<file path="config.mk">
export PLATFORM = sky130hd
export DESIGN_NAME = triangle_dispatch_ctrl
export DESIGN_NICKNAME = d
export VERILOG_FILES = /design/src/rtl/triangle_dispatch_ctrl.sv
export SDC_FILE = /design/constraint.sdc
export NUM_CORES = 1
export LEC_CHECK = 0
export ABC_AREA = 1
export CAP_MARGIN = 10
export CORE_ASPECT_RATIO = 0.6
export CORE_MARGIN = 3
export CORE_UTILIZATION = 45
export CTS_BUF_LIST = sky130_fd_sc_hd__clkbuf_8
export CTS_CLUSTER_SIZE = 14
export DETAILED_ROUTE_END_ITERATION = 6
export GPL_ROUTABILITY_DRIVEN = 1
export HOLD_SLACK_MARGIN = 0.05
export PLACE_DENSITY = 0.67
export SYNTH_ARGS = -nofsm -noshare
export SYNTH_HDL_FRONTEND = slang
export SYNTH_SLANG_ARGS = --single-unit
export TNS_END_PERCENT = 10
</file>
<file path="constraint.sdc">
create_clock -name clk -period 7.5 [get_ports clk]
set_input_delay 1.5 -clock clk [delete_from_list [all_inputs] [get_ports clk]]
set_output_delay 1.5 -clock clk [all_outputs]
set_load 0.02 [all_outputs]
</file>
<file path="src/rtl/triangle_dispatch_ctrl.sv">
// Triangle dispatch controller: buffers decoded triangles in a FWFT queue, hands them
// to the rasterizer over valid/ready, and sequences the end-of-frame drain and buffer swap.
module triangle_dispatch_ctrl #(
    parameter int DEPTH   = 4,
    parameter int COORD_W = 16,
    parameter int TEX_W   = 8,
    parameter int CNT_W   = 16
) (
    input  logic                     clk,
    input  logic                     reset,
    input  logic                     data_ready,
    input  logic [COORD_W-1:0]       x1,
    input  logic [COORD_W-1:0]       y1,
    input  logic [COORD_W-1:0]       x2,
    input  logic [COORD_W-1:0]       y2,
    input  logic [COORD_W-1:0]       x3,
    input  logic [COORD_W-1:0]       y3,
    input  logic [TEX_W-1:0]         TexNum,
    input  logic                     frame_ready,
    output logic                     next_triangle,
    output logic                     tri_valid,
    input  logic                     tri_ready,
    output logic [COORD_W-1:0]       tri_x1,
    output logic [COORD_W-1:0]       tri_y1,
    output logic [COORD_W-1:0]       tri_x2,
    output logic [COORD_W-1:0]       tri_y2,
    output logic [COORD_W-1:0]       tri_x3,
    output logic [COORD_W-1:0]       tri_y3,
    output logic [TEX_W-1:0]         tri_tex,
    input  logic                     raster_idle,
    output logic                     swap_req,
    input  logic                     swap_ack,
    output logic                     frame_done,
    output logic [CNT_W-1:0]         frame_tri_count,
    output logic [$clog2(DEPTH):0]   occupancy
);

    localparam int PTR_W   = $clog2(DEPTH);
    localparam int OCC_W   = PTR_W + 1;
    localparam int ENTRY_W = 6 * COORD_W + TEX_W;

    typedef enum logic [1:0] {
        RUN   = 2'd0,
        DRAIN = 2'd1,
        SWAP  = 2'd2
    } state_t;

    state_t             state;
    logic [ENTRY_W-1:0] mem [DEPTH];
    logic [PTR_W-1:0]   wr_ptr;
    logic [PTR_W-1:0]   rd_ptr;
    logic [CNT_W-1:0]   disp_cnt;
    logic [ENTRY_W-1:0] head;
    logic               capture;
    logic               pop;

    // Capture is suppressed while next_triangle is high so a slow decoder is not sampled twice.
    assign capture = (state == RUN) && data_ready &&
                     (occupancy != OCC_W'(DEPTH)) && !next_triangle;
    assign tri_valid = (occupancy != '0);
    assign pop       = tri_valid && tri_ready;

    // Head data is forced to zero while empty so the outputs are clean after reset.
    assign head = tri_valid ? mem[rd_ptr] : '0;
    assign {tri_x1, tri_y1, tri_x2, tri_y2, tri_x3, tri_y3, tri_tex} = head;

    always_ff @(posedge clk) begin
        if (capture) begin
            mem[wr_ptr] <= {x1, y1, x2, y2, x3, y3, TexNum};
        end
    end

    always_ff @(posedge clk) begin
        if (reset) begin
            wr_ptr    <= '0;
            rd_ptr    <= '0;
            occupancy <= '0;
        end else begin
            if (capture) begin
                wr_ptr <= wr_ptr + PTR_W'(1);
            end
            if (pop) begin
                rd_ptr <= rd_ptr + PTR_W'(1);
            end
            case ({capture, pop})
                2'b10:   occupancy <= occupancy + OCC_W'(1);
                2'b01:   occupancy <= occupancy - OCC_W'(1);
                default: occupancy <= occupancy;
            endcase
        end
    end

    always_ff @(posedge clk) begin
        if (reset) begin
            state           <= RUN;
            next_triangle   <= 1'b0;
            swap_req        <= 1'b0;
            frame_done      <= 1'b0;
            frame_tri_count <= '0;
            disp_cnt        <= '0;
        end else begin
            next_triangle <= capture;
            frame_done    <= 1'b0;
            if (pop && (disp_cnt != '1)) begin
                disp_cnt <= disp_cnt + CNT_W'(1);
            end
            case (state)
                RUN: begin
                    if (frame_ready && !capture) begin
                        state <= DRAIN;
                    end
                end
                DRAIN: begin
                    if ((occupancy == '0) && raster_idle) begin
                        state    <= SWAP;
                        swap_req <= 1'b1;
                    end
                end
                SWAP: begin
                    // The queue is empty here, so clearing the count cannot lose a pop.
                    if (swap_ack) begin
                        swap_req        <= 1'b0;
                        frame_done      <= 1'b1;
                        frame_tri_count <= disp_cnt;
                        disp_cnt        <= '0;
                        state           <= RUN;
                    end
                end
                default: begin
                    state    <= RUN;
                    swap_req <= 1'b0;
                end
            endcase
        end
    end

endmodule

</file>
# After elaboration in Yosys (flattened, before gate mapping)
# Memory sizes are Yosys's and may differ from the RTL's. A register that Yosys moved wholly into a read port is not among the register bits.
# Cells that the tools add are included.
[word_totals]
regBits = 44
ram_bits = 416
inputBits = 111
wordCells = 60
n_memories = 1
[memory_table]
columns = ["name", "depth", "width", "rd", "rd_clocked_by_memory_dff", "wr", "line_no", "source"]
rows = [
  ["mem", 4, 104, 1, 1, 1, "49", "logic [ENTRY_W-1:0] mem [DEPTH];"],
]
[classes]
addsub = 5
eq_ne = 9
n_mux = 17
bitwise = 2
n_reduce_logical = 17
[ops]
columns = ["cell", "n"]
rows = [
  ["104-bit 2-to-1 mux", 1],
  ["16-bit 2-to-1 mux", 3],
  ["16-bit by 1-bit adder with 16-bit output (second input constant)", 1],
  ["16-bit inequality test (second input constant)", 1],
  ["2-bit 2-to-1 mux", 5],
  ["1-bit logical AND", 7],
  ["2-bit case mux with 3 select lines", 1],
  ["3-bit case mux with 2 select lines", 1],
  ["3-bit AND reduction", 2],
  ["1-bit 2-to-1 mux", 5],
  ["2-bit by 1-bit adder with 2-bit output (second input constant)", 2],
  ["2-bit by 1-bit == test with 1-bit output (second input constant)", 2],
  ["2-bit == test (second input constant)", 2],
  ["2-bit inequality test (second input constant)", 2],
  ["3-bit by 1-bit adder with 3-bit output (second input constant)", 1],
  ["3-bit zero test", 1],
  ["3-bit inequality test (second input constant)", 1],
  ["1-bit case mux with 3 select lines", 1],
  ["3-bit nonzero test", 1],
  ["3-bit by 1-bit subtractor with 3-bit output (second input constant)", 1],
  ["1-bit zero test", 2],
  ["2-bit zero test", 1],
  ["2-bit by 1-bit inequality test with 1-bit output (second input constant)", 1],
  ["1-bit inverter", 2],
  ["other kinds (3)", 3],
]

# Logic depth before layout (Yosys ltp)
[depth]
word_depth = 8
depth_mapped = 11

# Worst setup path before layout
# Ideal clock, no wire load.
[synth_path]
kind = "in2reg"
from = "in data_ready"
to = "mem mem[0][0] (netlist bit) (enable)"
setup_time_ns = 0.568
arrival_ns = 6.094
path_slack_ns = 0.839
stages = 3
cell_sequence = "nand4_1 buf_2 nor2_1"
[synth_via]
elab_chain_cells = 5
[synth_lines]
columns = ["element", "line_no", "source"]
rows = [
  ["start: declaration", "11", "input logic data_ready,"],
  ["1-bit logical AND (2 in series)", "58", "assign capture = (state == RUN) && data_ready &&"],
  ["1-bit logical AND", "59", "(occupancy != OCC_W'(DEPTH)) && !next_triangle;"],
  ["1-bit 2-to-1 mux", "68", "if (capture) begin"],
  ["1-bit 2-to-1 mux (implied by the code)", "69", "mem[wr_ptr] <= {x1, y1, x2, y2, x3, y3, TexNum};"],
  ["end: declaration", "49", ""],
]
# No other way between the ends.

==> flow_metrics.env <==
export IMPL_status="complete, no violations"
export IMPL_yosysTopAreaCell="edfxtp_1"
export IMPL_antenna_found_initial=3
export IMPL_worst_slack_ns=1.81
export IMPL_coreArea_um2=39400
export IMPL_initial_utilization_pct=46.1
export IMPL_max_stage_delay_ns=0.78
export IMPL_leakagePower_nw=7.50
export IMPL_die_y_um=162
export IMPL_fin_setup_tns_ns=0
export IMPL_worstPathRequired_ns=6.00
export IMPL_ir_worst_vdd_uv=211
export IMPL_setup_violations=0
export IMPL_clock_path_buffers=3
export IMPL_final_layout_size_suffix_gt1_share_pct=7.32
export IMPL_worstHoldStart="rd_ptr[1]"
export IMPL_path_max_fanout=75
export IMPL_fillers=3233
export IMPL_htreeDepth=3
export IMPL_worst_slew_pin_slew_ns=0.959
export IMPL_clk_pin_slew_ns=0.06
export IMPL_crit_chain="buf_4 > buf_4 > nor2_1 > nor2_1 > o21ai_0 > a21oi_1 > clkdlybuf4s50_1"
export IMPL_ant_nets=0
export IMPL_cp_buffers_inverters=3
export IMPL_final_max_slew_viol_count=0
export IMPL_critPathKind="flip-flop to primary output"
export IMPL_synthesis_area_um2=18100
export IMPL_synthDistinctLibCells=30
export IMPL_die_w_um=265
export IMPL_yosysSeqAreaShare_pct=73.9
export IMPL_portBuffers=237
export IMPL_pin_count=238
export IMPL_drc=0
export IMPL_place_gp_congestion=0.843
export IMPL_placed_cell_area_um2=21000
export IMPL_dpl_hpwl_um=24700
export IMPL_synth_area_leaders="edfxtp_1, nor2_1, o21ai_0"
export IMPL_clock_latency_ns=0.58
export IMPL_cts_buffers=68
export IMPL_die_area_um2=42800
export IMPL_ys_ff_latch=462
export IMPL_yosysWarnings=0
export IMPL_grt_use_total_pct=20.0
export IMPL_p_total_w=0.00793
export IMPL_cap_violations=0
export IMPL_grt_pass1_vias=11818
export IMPL_max_freq_mhz=176
export IMPL_hold_ws_ns=0.454
export IMPL_cp_start_kind="flip-flop"
export IMPL_dr_total_vias=12021
export IMPL_gr_total_overflow=0
export IMPL_dr_pass1_iters=5
export IMPL_syn_nets=1637
export IMPL_cp_end_kind="primary output"
export IMPL_cts_tree="done"
export IMPL_synth_top_area_share_pct=68.9
export IMPL_stdcell_area_um2=22200
export IMPL_grt_pass1_wl_um=66500
export IMPL_via_per_inst=5.17
export IMPL_routed_wirelength_um=42900
export IMPL_place_ws_ns=2.40
export IMPL_rows=56
export IMPL_power_density_nw_per_um2=357
export IMPL_slew_headroom_pct=36.1
export IMPL_crit_family="buffers and inverters"
export IMPL_r2r_start="state[0]"
export IMPL_slowest_stage="dfxtp_4"
export IMPL_post_cts_buffers=0
export IMPL_areaGrowthSynthToFinish_pct=22.4
export IMPL_drt_iter0_markers=935
export IMPL_syn_inst=1519
export IMPL_fin_skew_ns=0.0220
export IMPL_rsz0062_at_grt="false"
export IMPL_worst_ep_arrival_time_ns=4.19
export IMPL_fin_crit_sh_pct=75.9
export IMPL_cts_sinks=462
export IMPL_hp_class="flip-flop to flip-flop"
export IMPL_cts_repair_resized=0
export IMPL_nets=1876
export IMPL_post_drt_wl_per_cell_um=18.4
export IMPL_ctsRootBufferMaster="clkbuf_8"
export IMPL_period_needed_ns=5.69
export IMPL_antenna_cells=0
export IMPL_grt_max_degree=76
export IMPL_cts_hold_buf=0
export IMPL_hold_viol_final=0
export IMPL_mostFrequentLayoutCell="nor2_1"
export IMPL_synth_avg_cell_area_um2=11.9
export IMPL_mostFrequentLayoutCells="nor2_1, edfxtp_1, clkdlybuf4s50_1, o21ai_0, a21oi_1"
through the flow:
step	instances	utilization, %
after detailed placement	2210	53.2
after CTS	2326	56.4
after floorplan	1519	-
after global routing	2326	56.4
after global placement	2210	53.2
final	2326	56.4
path summary, 6_finish.rpt:
| kind | slack [ns] | to | cells after the start |
|---|---|---|---|
| max | 1.81 | tri_y2[7] | 7 |
| min | 0.45 | flip-flop | 2 |
| min reg2reg | 0.45 | flip-flop | 2 |
| max reg2reg | 4.34 | mem[3][82] | 5 |
area by class of cell:
type / instances / area (um2) / area share, %
repair buffers: 255 / 2520 / 11.3
flip-flops and latches: 462 / 13400 / 60.4
well taps: 522 / 653 / 2.94
clock buffers: 76 / 1050 / 4.71
multi-input cells: 930 / 4200 / 18.9
inverters: 41 / 161 / 0.727
clock inverters: 40 / 211 / 0.952
per-layer routing:
metal | up-vias | wire, um | track usage, %
met1 | 5789 | 19900 | 28.2
li1 | 5792 | - | -
met5 | - | 44 | 0
met4 | 6 | 897 | 5.91
met2 | 355 | 19100 | 30.5
met3 | 79 | 3020 | 5.62
sequential cells by signal, summed over array words and instances, names as in the netlist, named ones only:
register         flops
mem                416
disp_cnt            16
frame_tri_count     16
occupancy            3
rd_ptr               2
state                2
wr_ptr               2
frame_done           1
next_triangle        1
swap_req             1
report_power, final:
| part | total [W] | internal, W | leakage, nW | switching, W |
|---|---|---|---|---|
| Sequential | 0.00336 | 0.00323 | 4.16 | 0.000134 |
| Combinational | 0.00268 | 0.000951 | 2.63 | 0.00173 |
| Clock | 0.00189 | 0.000992 | 0.710 | 0.000900 |
| Total | 0.00793 | 0.00517 | 7.50 | 0.00276 |
cells in the mapped netlist, drive strengths merged:
cell,count
a21oi,128
a22o,5
buf,50
clkbuf,36
clkinv,1
dfxtp,46
edfxtp,416
fa,1
ha,6
inv,40
nand2,75
nand3,13
nand4,7
nor2,458
nor3,1
o21ai,230
or2,1
xor2,5
cells by family after synthesis:
| group | after synthesis | share of synthesized area (%) |
|---|---|---|
| simple gates | 555 | 11.9 |
| flops | 462 | 73.9 |
| compound gates | 363 | 10.3 |
| buf+inv | 127 | 3.08 |
| fa+ha+maj | 7 | 0.524 |
| xor+xnor | 5 | 0.241 |
worst reg2reg max path, delay by kind of cell, from the launching register on:
| family | cells | cell delay [ns] |
|---|---|---|
| buffers and inverters | 2 | 1.16 |
| flip-flops | 1 | 0.32 |
| AND/OR/NAND/NOR | 3 | 1.30 |
(Power assumes the default switching activity.)
